==> src/rtl/legv8_multicycle_controller.sv <==
// LEGv8 multi-cycle control unit.
// Handshake: an instruction transfers on a rising clock edge when
// instr_valid && instr_ready. instr_ready is high only in IDLE, and valid is
// ignored in every other state. The latched word is then sequenced through
// EXEC, an optional STEP2 and MEM_WAIT, and the packed datapath control word
// is decoded each cycle from state + IR. status and mem_ack act only in the
// cycle where they are looked at.
module legv8_multicycle_controller #(
    parameter int K_W         = 64,
    parameter int MEM_TIMEOUT = 15,
    parameter int CNT_W       = 8
) (
    input  logic             clock,
    input  logic             reset,
    input  logic [31:0]      instruction,
    input  logic             instr_valid,
    output logic             instr_ready,
    input  logic [4:0]       status,
    input  logic             mem_ack,
    output logic             mem_req,
    output logic [K_W+30:0]  control_word,
    output logic             busy,
    output logic             fault
);
    typedef enum logic [2:0] {S_IDLE, S_EXEC, S_STEP2, S_MEM_WAIT, S_TRAP} state_t;
    typedef enum logic [3:0] {
        C_BAD, C_B, C_BCOND, C_BL, C_CBZ, C_BR,
        C_D, C_IARITH, C_ILOGIC, C_MOVZ, C_MOVK, C_RALU
    } iclass_t;

    localparam logic [4:0] FS_AND   = 5'b00000;
    localparam logic [4:0] FS_ORR   = 5'b00100;
    localparam logic [4:0] FS_ADD   = 5'b01000;
    localparam logic [4:0] FS_SUB   = 5'b01001;
    localparam logic [4:0] FS_EOR   = 5'b01100;
    localparam logic [4:0] FS_PASSB = 5'b10100;
    localparam logic [4:0] FS_LSL   = 5'b11000;
    localparam logic [4:0] FS_LSR   = 5'b11001;
    localparam logic [CNT_W-1:0] TIMEOUT = CNT_W'(MEM_TIMEOUT);

    state_t           state_q;
    logic [31:0]      ir_q;
    logic [CNT_W-1:0] cnt_q;
    logic             fault_q;
    logic [CNT_W-1:0] cnt_d;
    iclass_t          iclass;

    logic flag_v, flag_c, flag_n, flag_z, flag_zz;
    logic cond_base, cond_true, cbz_true;
    logic [K_W-1:0] k_imm12, k_imm26, k_imm19, k_dt, k_shamt, k_mov, k_movmask;

    // Control word fields
    logic [K_W-1:0] k;
    logic           en_pc, en_ram, en_alu, pc_sel, b_sel, sl, wm, wr, en_b, req;
    logic [1:0]     ps;
    logic [4:0]     fs, sb, sa, da;

    assign {flag_v, flag_c, flag_n, flag_z, flag_zz} = status;
    assign cnt_d = cnt_q + 1'b1;

    assign k_imm12   = {{(K_W-12){1'b0}}, ir_q[21:10]};
    assign k_imm26   = {{(K_W-26){ir_q[25]}}, ir_q[25:0]};
    assign k_imm19   = {{(K_W-19){ir_q[23]}}, ir_q[23:5]};
    assign k_dt      = {{(K_W-9){ir_q[20]}}, ir_q[20:12]};
    assign k_shamt   = {{(K_W-6){1'b0}}, ir_q[15:10]};
    assign k_mov     = {{(K_W-16){1'b0}}, ir_q[20:5]} << {ir_q[22:21], 4'b0000};
    assign k_movmask = ~({{(K_W-16){1'b0}}, 16'hFFFF} << {ir_q[22:21], 4'b0000});

    // Instruction class from opcode field IR[31:21]
    always_comb begin
        iclass = C_BAD;
        if (ir_q[26]) begin
            case (ir_q[31:29])
                3'b000:  iclass = C_B;
                3'b010:  iclass = C_BCOND;
                3'b100:  iclass = C_BL;
                3'b101:  iclass = C_CBZ;
                3'b110:  iclass = C_BR;
                default: iclass = C_BAD;
            endcase
        end else begin
            case (ir_q[25:23])
                3'b000:  iclass = C_D;
                3'b010:  iclass = C_IARITH;
                3'b100:  iclass = C_ILOGIC;
                3'b101:  iclass = ir_q[29] ? C_MOVK : C_MOVZ;
                3'b110:  iclass = C_RALU;
                default: iclass = C_BAD;
            endcase
        end
    end

    // B.cond evaluation; condition 111x is unconditionally taken
    always_comb begin
        case (ir_q[3:1])
            3'b000:  cond_base = flag_z;
            3'b001:  cond_base = flag_c;
            3'b010:  cond_base = flag_n;
            3'b011:  cond_base = flag_v;
            3'b100:  cond_base = flag_c & ~flag_z;
            3'b101:  cond_base = (flag_n == flag_v);
            3'b110:  cond_base = ~flag_z & (flag_n == flag_v);
            default: cond_base = 1'b1;
        endcase
    end
    assign cond_true = (ir_q[3:1] == 3'b111) ? 1'b1 : (cond_base ^ ir_q[0]);
    assign cbz_true  = flag_zz ^ ir_q[24];

    // Sequencer: state, instruction register, memory wait counter, sticky fault
    always_ff @(posedge clock or posedge reset) begin
        if (reset) begin
            state_q <= S_IDLE;
            ir_q    <= '0;
            cnt_q   <= '0;
            fault_q <= 1'b0;
        end else begin
            case (state_q)
                S_IDLE: begin
                    if (instr_valid) begin
                        ir_q    <= instruction;
                        state_q <= S_EXEC;
                    end
                end
                S_EXEC: begin
                    case (iclass)
                        C_BAD: begin
                            state_q <= S_TRAP;
                            fault_q <= 1'b1;
                        end
                        C_BL, C_MOVK: state_q <= S_STEP2;
                        C_D: begin
                            cnt_q   <= '0;
                            state_q <= mem_ack ? S_IDLE : S_MEM_WAIT;
                        end
                        default: state_q <= S_IDLE;
                    endcase
                end
                S_STEP2: state_q <= S_IDLE;
                S_MEM_WAIT: begin
                    if (mem_ack) begin
                        state_q <= S_IDLE;
                    end else begin
                        cnt_q <= cnt_d;
                        if (cnt_d == TIMEOUT) begin
                            state_q <= S_TRAP;
                            fault_q <= 1'b1;
                        end
                    end
                end
                S_TRAP:  state_q <= S_TRAP;
                default: state_q <= S_IDLE;
            endcase
        end
    end

    // Control word decode; IDLE, TRAP and undefined classes issue all zeros
    always_comb begin
        k = '0; en_pc = 1'b0; en_ram = 1'b0; en_alu = 1'b0; pc_sel = 1'b0;
        b_sel = 1'b0; sl = 1'b0; wm = 1'b0; wr = 1'b0; en_b = 1'b0; req = 1'b0;
        ps = 2'b00; fs = 5'b00000; sb = 5'd0; sa = 5'd0; da = 5'd0;
        if (state_q == S_EXEC || state_q == S_STEP2 || state_q == S_MEM_WAIT) begin
            case (iclass)
                C_IARITH: begin
                    k = k_imm12; b_sel = 1'b1; en_alu = 1'b1; wr = 1'b1; ps = 2'b01;
                    fs = ir_q[30] ? FS_SUB : FS_ADD; sa = ir_q[9:5]; da = ir_q[4:0];
                end
                C_ILOGIC: begin
                    k = k_imm12; b_sel = 1'b1; en_alu = 1'b1; wr = 1'b1; ps = 2'b01;
                    fs = ir_q[30] ? FS_EOR : (ir_q[29] ? FS_ORR : FS_AND);
                    sa = ir_q[9:5]; da = ir_q[4:0];
                end
                C_RALU: begin
                    k = k_shamt; en_alu = 1'b1; wr = 1'b1; ps = 2'b01; en_b = 1'b1;
                    sb = ir_q[20:16]; sa = ir_q[9:5]; da = ir_q[4:0];
                    if (ir_q[28:27] == 2'b10) begin
                        sl = 1'b1;
                        fs = ir_q[21] ? FS_LSL : FS_LSR;
                    end else begin
                        fs = ir_q[30] ? FS_SUB : FS_ADD;
                    end
                end
                C_MOVZ: begin
                    k = k_mov; b_sel = 1'b1; en_alu = 1'b1; wr = 1'b1; ps = 2'b01;
                    fs = FS_PASSB; da = ir_q[4:0];
                end
                C_MOVK: begin
                    b_sel = 1'b1; en_alu = 1'b1; wr = 1'b1; sa = ir_q[4:0]; da = ir_q[4:0];
                    if (state_q == S_STEP2) begin
                        k = k_mov; fs = FS_ORR; ps = 2'b01;
                    end else begin
                        k = k_movmask; fs = FS_AND; ps = 2'b00;
                    end
                end
                C_B: begin
                    k = k_imm26; ps = 2'b11;
                end
                C_BCOND: begin
                    k = k_imm19; ps = cond_true ? 2'b11 : 2'b01;
                end
                C_CBZ: begin
                    k = k_imm19; en_alu = 1'b1; en_b = 1'b1; fs = FS_PASSB; sb = ir_q[4:0];
                    ps = cbz_true ? 2'b11 : 2'b01;
                end
                C_BR: begin
                    pc_sel = 1'b1; sa = ir_q[9:5]; ps = 2'b10;
                end
                C_BL: begin
                    k = k_imm26;
                    if (state_q == S_STEP2) begin
                        wr = 1'b1; da = 5'd30; ps = 2'b11;
                    end else begin
                        en_pc = 1'b1; ps = 2'b00;
                    end
                end
                C_D: begin
                    k = k_dt; b_sel = 1'b1; en_alu = 1'b1; fs = FS_ADD; en_ram = 1'b1;
                    req = 1'b1; sa = ir_q[9:5];
                    if (ir_q[22]) begin
                        da = ir_q[4:0];
                    end else begin
                        sb = ir_q[4:0]; en_b = 1'b1;
                    end
                    if (mem_ack) begin
                        ps = 2'b01; wr = ir_q[22]; wm = ~ir_q[22];
                    end
                end
                default: ;
            endcase
        end
    end

    assign control_word = {k, en_pc, en_ram, en_alu, pc_sel, b_sel, sl, wm, wr, ps, fs, sb, sa, da, en_b};
    assign mem_req      = req;
    assign instr_ready  = (state_q == S_IDLE);
    assign busy         = (state_q != S_IDLE) && (state_q != S_TRAP);
    assign fault        = fault_q;

endmodule

==> config.mk <==
export PLATFORM = sky130hd
export DESIGN_NAME = legv8_multicycle_controller
export DESIGN_NICKNAME = d
export VERILOG_FILES = /design/src/rtl/legv8_multicycle_controller.sv
export SDC_FILE = /design/constraint.sdc
export NUM_CORES = 1
export LEC_CHECK = 0
export BUFFER_PORTS_ARGS = -buffer_cell sky130_fd_sc_hd__buf_4
export CAP_MARGIN = 0
export CORE_ASPECT_RATIO = 1.1
export CORE_MARGIN = 5
export CORE_UTILIZATION = 40
export CTS_CLUSTER_DIAMETER = 200
export DETAILED_ROUTE_END_ITERATION = 10
export PLACE_DENSITY = 0.75
export SLEW_MARGIN = 10
export SYNTH_ARGS = -nofsm -noshare
export SYNTH_HDL_FRONTEND = slang
export SYNTH_SLANG_ARGS = --single-unit
==> constraint.sdc <==
create_clock -name clock -period 4.3 [get_ports clock]
set_clock_uncertainty 0.05 [all_clocks]
set_input_delay 0 -clock clock [delete_from_list [all_inputs] [get_ports clock]]
set_output_delay 0 -clock clock [all_outputs]
set_load 0.02 [all_outputs]
[Yosys cells after proc, flatten, opt, wreduce, memory -nomap -nowiden]
Index checks and enable logic that the tools add are counted.
Cells by class
  $add $sub $neg: 1
  bitwise operators: 7
  mux-type cells: 70
  reduce and logical (&&, ||, !) cells: 25
  shift operators: 2
  eq/ne operators: 40
  $lt $le $gt $ge: 0
  $mul: 0
  div/mod/pow operators: 0
Operator list (count)
  64-bit one-hot mux with 7 select lines: 1
  64-bit two-way mux: 2
  64-bit inverter: 1
  16-bit by 6-bit << shifter with 64-bit output: 1
  16-bit by 6-bit << shifter with 64-bit output, first input constant: 1
  5-bit two-way mux: 8
  3-bit equality test, second input constant: 11
  1-bit two-way mux: 30
  5-bit one-hot mux with 3 select lines: 2
  5-bit one-hot mux with 6 select lines: 1
  4-bit one-hot mux with 5 select lines: 1
  3-bit by 2-bit equality test with 1-bit output, second input constant: 6
  4-bit by 3-bit equality test with 1-bit output, second input constant: 4
  4-bit equality test, second input constant: 4
  8-bit two-way mux: 2
  2-bit one-hot mux with 8 select lines: 1
  8-bit one-hot mux with 2 select lines: 1
  3-bit two-way mux: 5
  3-bit one-hot mux with 5 select lines: 1
  5-bit OR reduction: 3
  3-bit zero test: 4
  2-bit two-way mux: 6
  3-bit one-hot mux with 4 select lines: 1
  2-bit OR reduction: 6
  other kinds (29): 42
Storage, ports and cells
  RAM bits: 0
  logic and storage cells: 149
  input bits: 41
  bits in latches: 0
  output and inout bits: 99
  memories kept: 0
  bits in registers: 44
  bits in read-only memories: 0

[Longest topological paths before layout]
  word-level depth: 8
  depth in mapped cells: 10

[Least setup slack after synthesis]
No wires, ideal clock.
  path kind: reg2out
  from: register ir_q[24]
  to: output port control_word[19]
  slack: 1518 ps
  data required time: 4250 ps
  data arrival time: 2732 ps
  stages on the path, launching flop included: 8
  cells stage by stage: dfrtp_1 -> buf_2 -> nor2b_1 -> a311oi_1 -> nor2_1 -> a21oi_2 -> o21ai_0 -> a2111oi_0
Between the ends
  longest elaborated chain between the ends: 7
  elaborated cells between the ends (all ways): 17
  classes of those cells: eq/ne (11); mux (4); reduce/logical (2)
Ends and longest elaborated chain
  start, declared: line 42  | logic [31:0] ir_q;
  start signal, assigned: line 120  | ir_q <= instruction;
  3-bit equality test (tied with other cells): line 82  | case (ir_q[25:23])
  4-bit one-hot mux with 5 select lines *: line 82
  4-bit two-way mux *: line 72  | if (ir_q[26]) begin
  4-bit equality test / 4-bit by 3-bit equality test with 1-bit output (equally long branches): line 162  | case (iclass)
  2-bit OR reduction (no line)
  5-bit one-hot mux with 6 select lines *: line 162
  5-bit two-way mux *: line 161  | if (state_q == S_EXEC || state_q == S_STEP2 || state_q == S_MEM_WAIT) begin
  end, declared: line 21  | output logic [K_W+30:0] control_word,
Mark *: on every way between the ends. The rest lies on a longest branch, timed or not.

[Worst setup path after layout]
  from: register ir_q[24]
  to: output port control_word[56]
Between the ends
  longest elaborated chain between the ends: 7
  elaborated cells between the ends (all ways): 22
  classes of those cells: eq/ne (14); mux (4); reduce/logical (4)
Ends and longest elaborated chain (line)
  3-bit equality test (tied with other cells): 82
  4-bit one-hot mux with 5 select lines *: 82
  4-bit two-way mux *: 72
  4-bit by 2-bit equality test with 1-bit output (tied with other cells): 162
  2-bit OR reduction (no line)
  64-bit one-hot mux with 7 select lines *: 162
  64-bit two-way mux *: 161
Marks and branches as above.

==> results.yml <==
yosys:
  ys_types: 65
  synth_fp_nets: 591
  ys_warn_count: 0
  ys_ff_latch: 44
  ys_seq_area_share_pct: 26.6
  synth_edf_count: 0
  ys.flop_type: "dfrtp_1"
  yosysTopAreaCellShare_pct: 26.6
  synthArstFlopShare_pct: 100
  netlist.top_cell.by_area: "dfrtp_1"
  netlist_area_mm2: 0.00413
  avgSynthCellArea_um2: 7.54
  synthCells: 548
  netlist_top_cells_area: "dfrtp_1, a21oi_1, mux2_2, nand2_1, nor2_1"
run:
  maxCapViolations: 0
sta:
  grt_setup_unrepaired: "no"
  tns_ns: 0
  min_period_ns: 3.33
  post-route-period-util_pct: 77.4
  slew_violations: 0
  fmax_mhz: 300
  finalSetupViolations: 0
  tightestPinTransition_ns: 0.919
  maxSlewHeadroom_pct: 38.4
  hold_viol: 0
final_layout:
  area_growth_pct: 33.2
  n_fill_cell: 977
  final_nets: 715
  final_cells: 795
  fin_util_pct: 53.7
  antenna_cells: 0
  drive_above_1_share_pct: 29.8
grt:
  antenna_found_initial: 0
  grt_overflow: 0
  grt_pass1_wl_um: 24500
  grtUsageTotal_pct: 24.5
  grt_pass1_vias: 4646
  grt_max_degree: 65
die:
  core_area_mm2: 0.0102
  die_area_mm2: 0.0125
  ios: 140
  rows: 39
  die_x_um: 107
  initial_utilization_pct: 40.3
  die_y_um: 117
placed_design:
  gp_congestion: 0.951
  dp_cells: 754
  io_buffer_count: 138
  dpl.hpwl_um: 11400
cts:
  numCtsBuffers: 5
  clkLatencyLatePin_ns: 0.29
  cts-root-buf: "clkbuf_16"
  clock-sinks: 44
  path_clk_slew_ns: 0.06
  tritoncts: "yes"
  h-tree-depth: 2
  cts_buffer_depth: 2
route:
  dr.pass1.iters: 6
  via_count: 4878
  wl_per_cell_um: 19.7
  route.detailed.drc: 0
  wl_um: 15600
  ant_nets: 0
  via_per_inst: 6.14
  drtIter0Drc: 503
setup_path:
  cp.required_ns: 4.25
  worstPathMaxFanout: 64
  cp.arrival_ns: 3.28
  crit_path_end_kind: "output port"
  worstSetupPathType: "reg -> out"
  startpoint_type: "flip-flop"
power:
  peakVddDrop_v: 0.000285
  power.density_mw_per_mm2: 855
  p_leak_nw: 2.31
outcome:
  status: "complete, no violations"
worst_hold_path:
  hp-class: "in -> reg"
synth_stat cells, types with 5 or more instances:
cell       n
buf_4     11
buf_1      7
and3_1     7
buf_2      9
nor4_1     7
clkbuf_1  27
a22oi_1   12
o22ai_1    9
nand2_1   85
mux2i_1    9
o21ai_0   30
and2_1     5
a31oi_1    7
nor2_1    52
buf_6      8
xnor2_1    5
mux2_2    31
nor2b_1    6
nor3_1     6
a221oi_1  17
nand3_1    7
a21oi_1   74
nand2b_1  10
inv_1      7
dfrtp_1   44
routing by layer:
metal | vias to the layer above | share of wire (%) | GRT usage (%) | wire length [um]
li1 | 2212 | - | - | -
met3 | 49 | 9.9 | 5.64 | 1550
met2 | 324 | 47 | 41.4 | 7300
met1 | 2293 | 40 | 29.8 | 6260
met4 | 0 | 3.4 | 11.2 | 525
met5 | - | 0 | 0 | 0
path summary, 6_finish.rpt:
kind                             start          endpoint  slack [ns]  cells after the start
setup / recovery              ir_q[24]  control_word[56]        0.97                      8
hold / removal             instr_valid        state_q[0]        0.03                      3
setup reg to reg              ir_q[23]        state_q[1]        1.49                      7
hold reg to reg               cnt_q[7]          cnt_q[7]        0.45                      1
max in group asynchronous        reset           ir_q[9]        3.43                      4
min in group asynchronous        reset           ir_q[1]        0.37                      4
sequential cells by signal, indices dropped and copies added, names as in the netlist:
| register | flops |
|---|---|
| cnt_q | 8 |
| fault | 1 |
| ir_q | 32 |
| state_q | 3 |
report_power, final:
| group | switching, mW | internal [mW] | total, mW | leakage, nW |
|---|---|---|---|---|
| logic | 1.94 | 1.28 | 3.21 | 1.70 |
| clock network | 0.153 | 0.211 | 0.364 | 0.0667 |
| registers | 0.544 | 0.582 | 1.13 | 0.535 |
| total | 2.63 | 2.07 | 4.70 | 2.31 |
stage by stage:
| stage | hold WS, ns | instance area [um^2] | setup slack (ns) | power [mW] |
|---|---|---|---|---|
| after floorplan | 0.0668 | 4130 | 1.52 | 3.29 |
| after global placement | 0.124 | 5030 | 1.41 | 4.21 |
| after detailed placement | 0.138 | 5030 | 1.32 | 4.24 |
| after CTS | 0.0216 | 5510 | 0.975 | 4.64 |
| after global routing | 0.0314 | 5510 | 0.728 | 4.99 |
| final | 0.0250 | 5510 | 0.970 | 4.70 |
worst max-delay path, cell delays in order, from the launching register on:
cell and delay [ns]:
dfrtp_1 0.75, nor2_1 0.18, and2_1 0.32, a211oi_4 0.49
a21oi_2 0.16, o31ai_4 0.23, buf_4 0.51, a21oi_1 0.12
buf_4 0.21
kinds of logic after synthesis:
family | after synthesis | synth area share, %
and+or+nand+nor | 205 | 23.5
AOI/OAI and AO/OA | 179 | 27.5
buffers and inverters | 69 | 8.99
DFF | 44 | 26.6
muxes | 41 | 11.2
xor gates and xnor gates | 7 | 1.48
adders and majority gates | 2 | 0.605
other | 1 | 0.0907
cells in the final DEF, fill, tap and decap left out, types with 9 or more instances in the layout:
cell	instances
dfrtp_1	44
nor2_1	52
nand2b_1	10
buf_4	145
dlygate4sd3_1	34
nand2_1	85
a21oi_1	74
o21ai_0	30
o22ai_1	9
mux2_2	31
a22oi_1	12
a221oi_1	17
mux2i_1	9
cell type report:
class	instances	area, um^2	share of cell area, %
flip-flops and latches	44	1100	20.0
multi-input cells	435	2660	48.3
inverters	7	26.3	0.477
clock buffers	6	129	2.34
repair buffers	179	1430	26.0
clock inverters	1	5.00	0.0909
well taps	123	154	2.80
timing repair:
action                                 in CTS  in global routing
endpoints found under the hold margin      77                  0
hold buffers                               34                  0
setup buffers                               0                  0
gates resized for setup                     0                  0
Power figures use the tool's default switching activity.
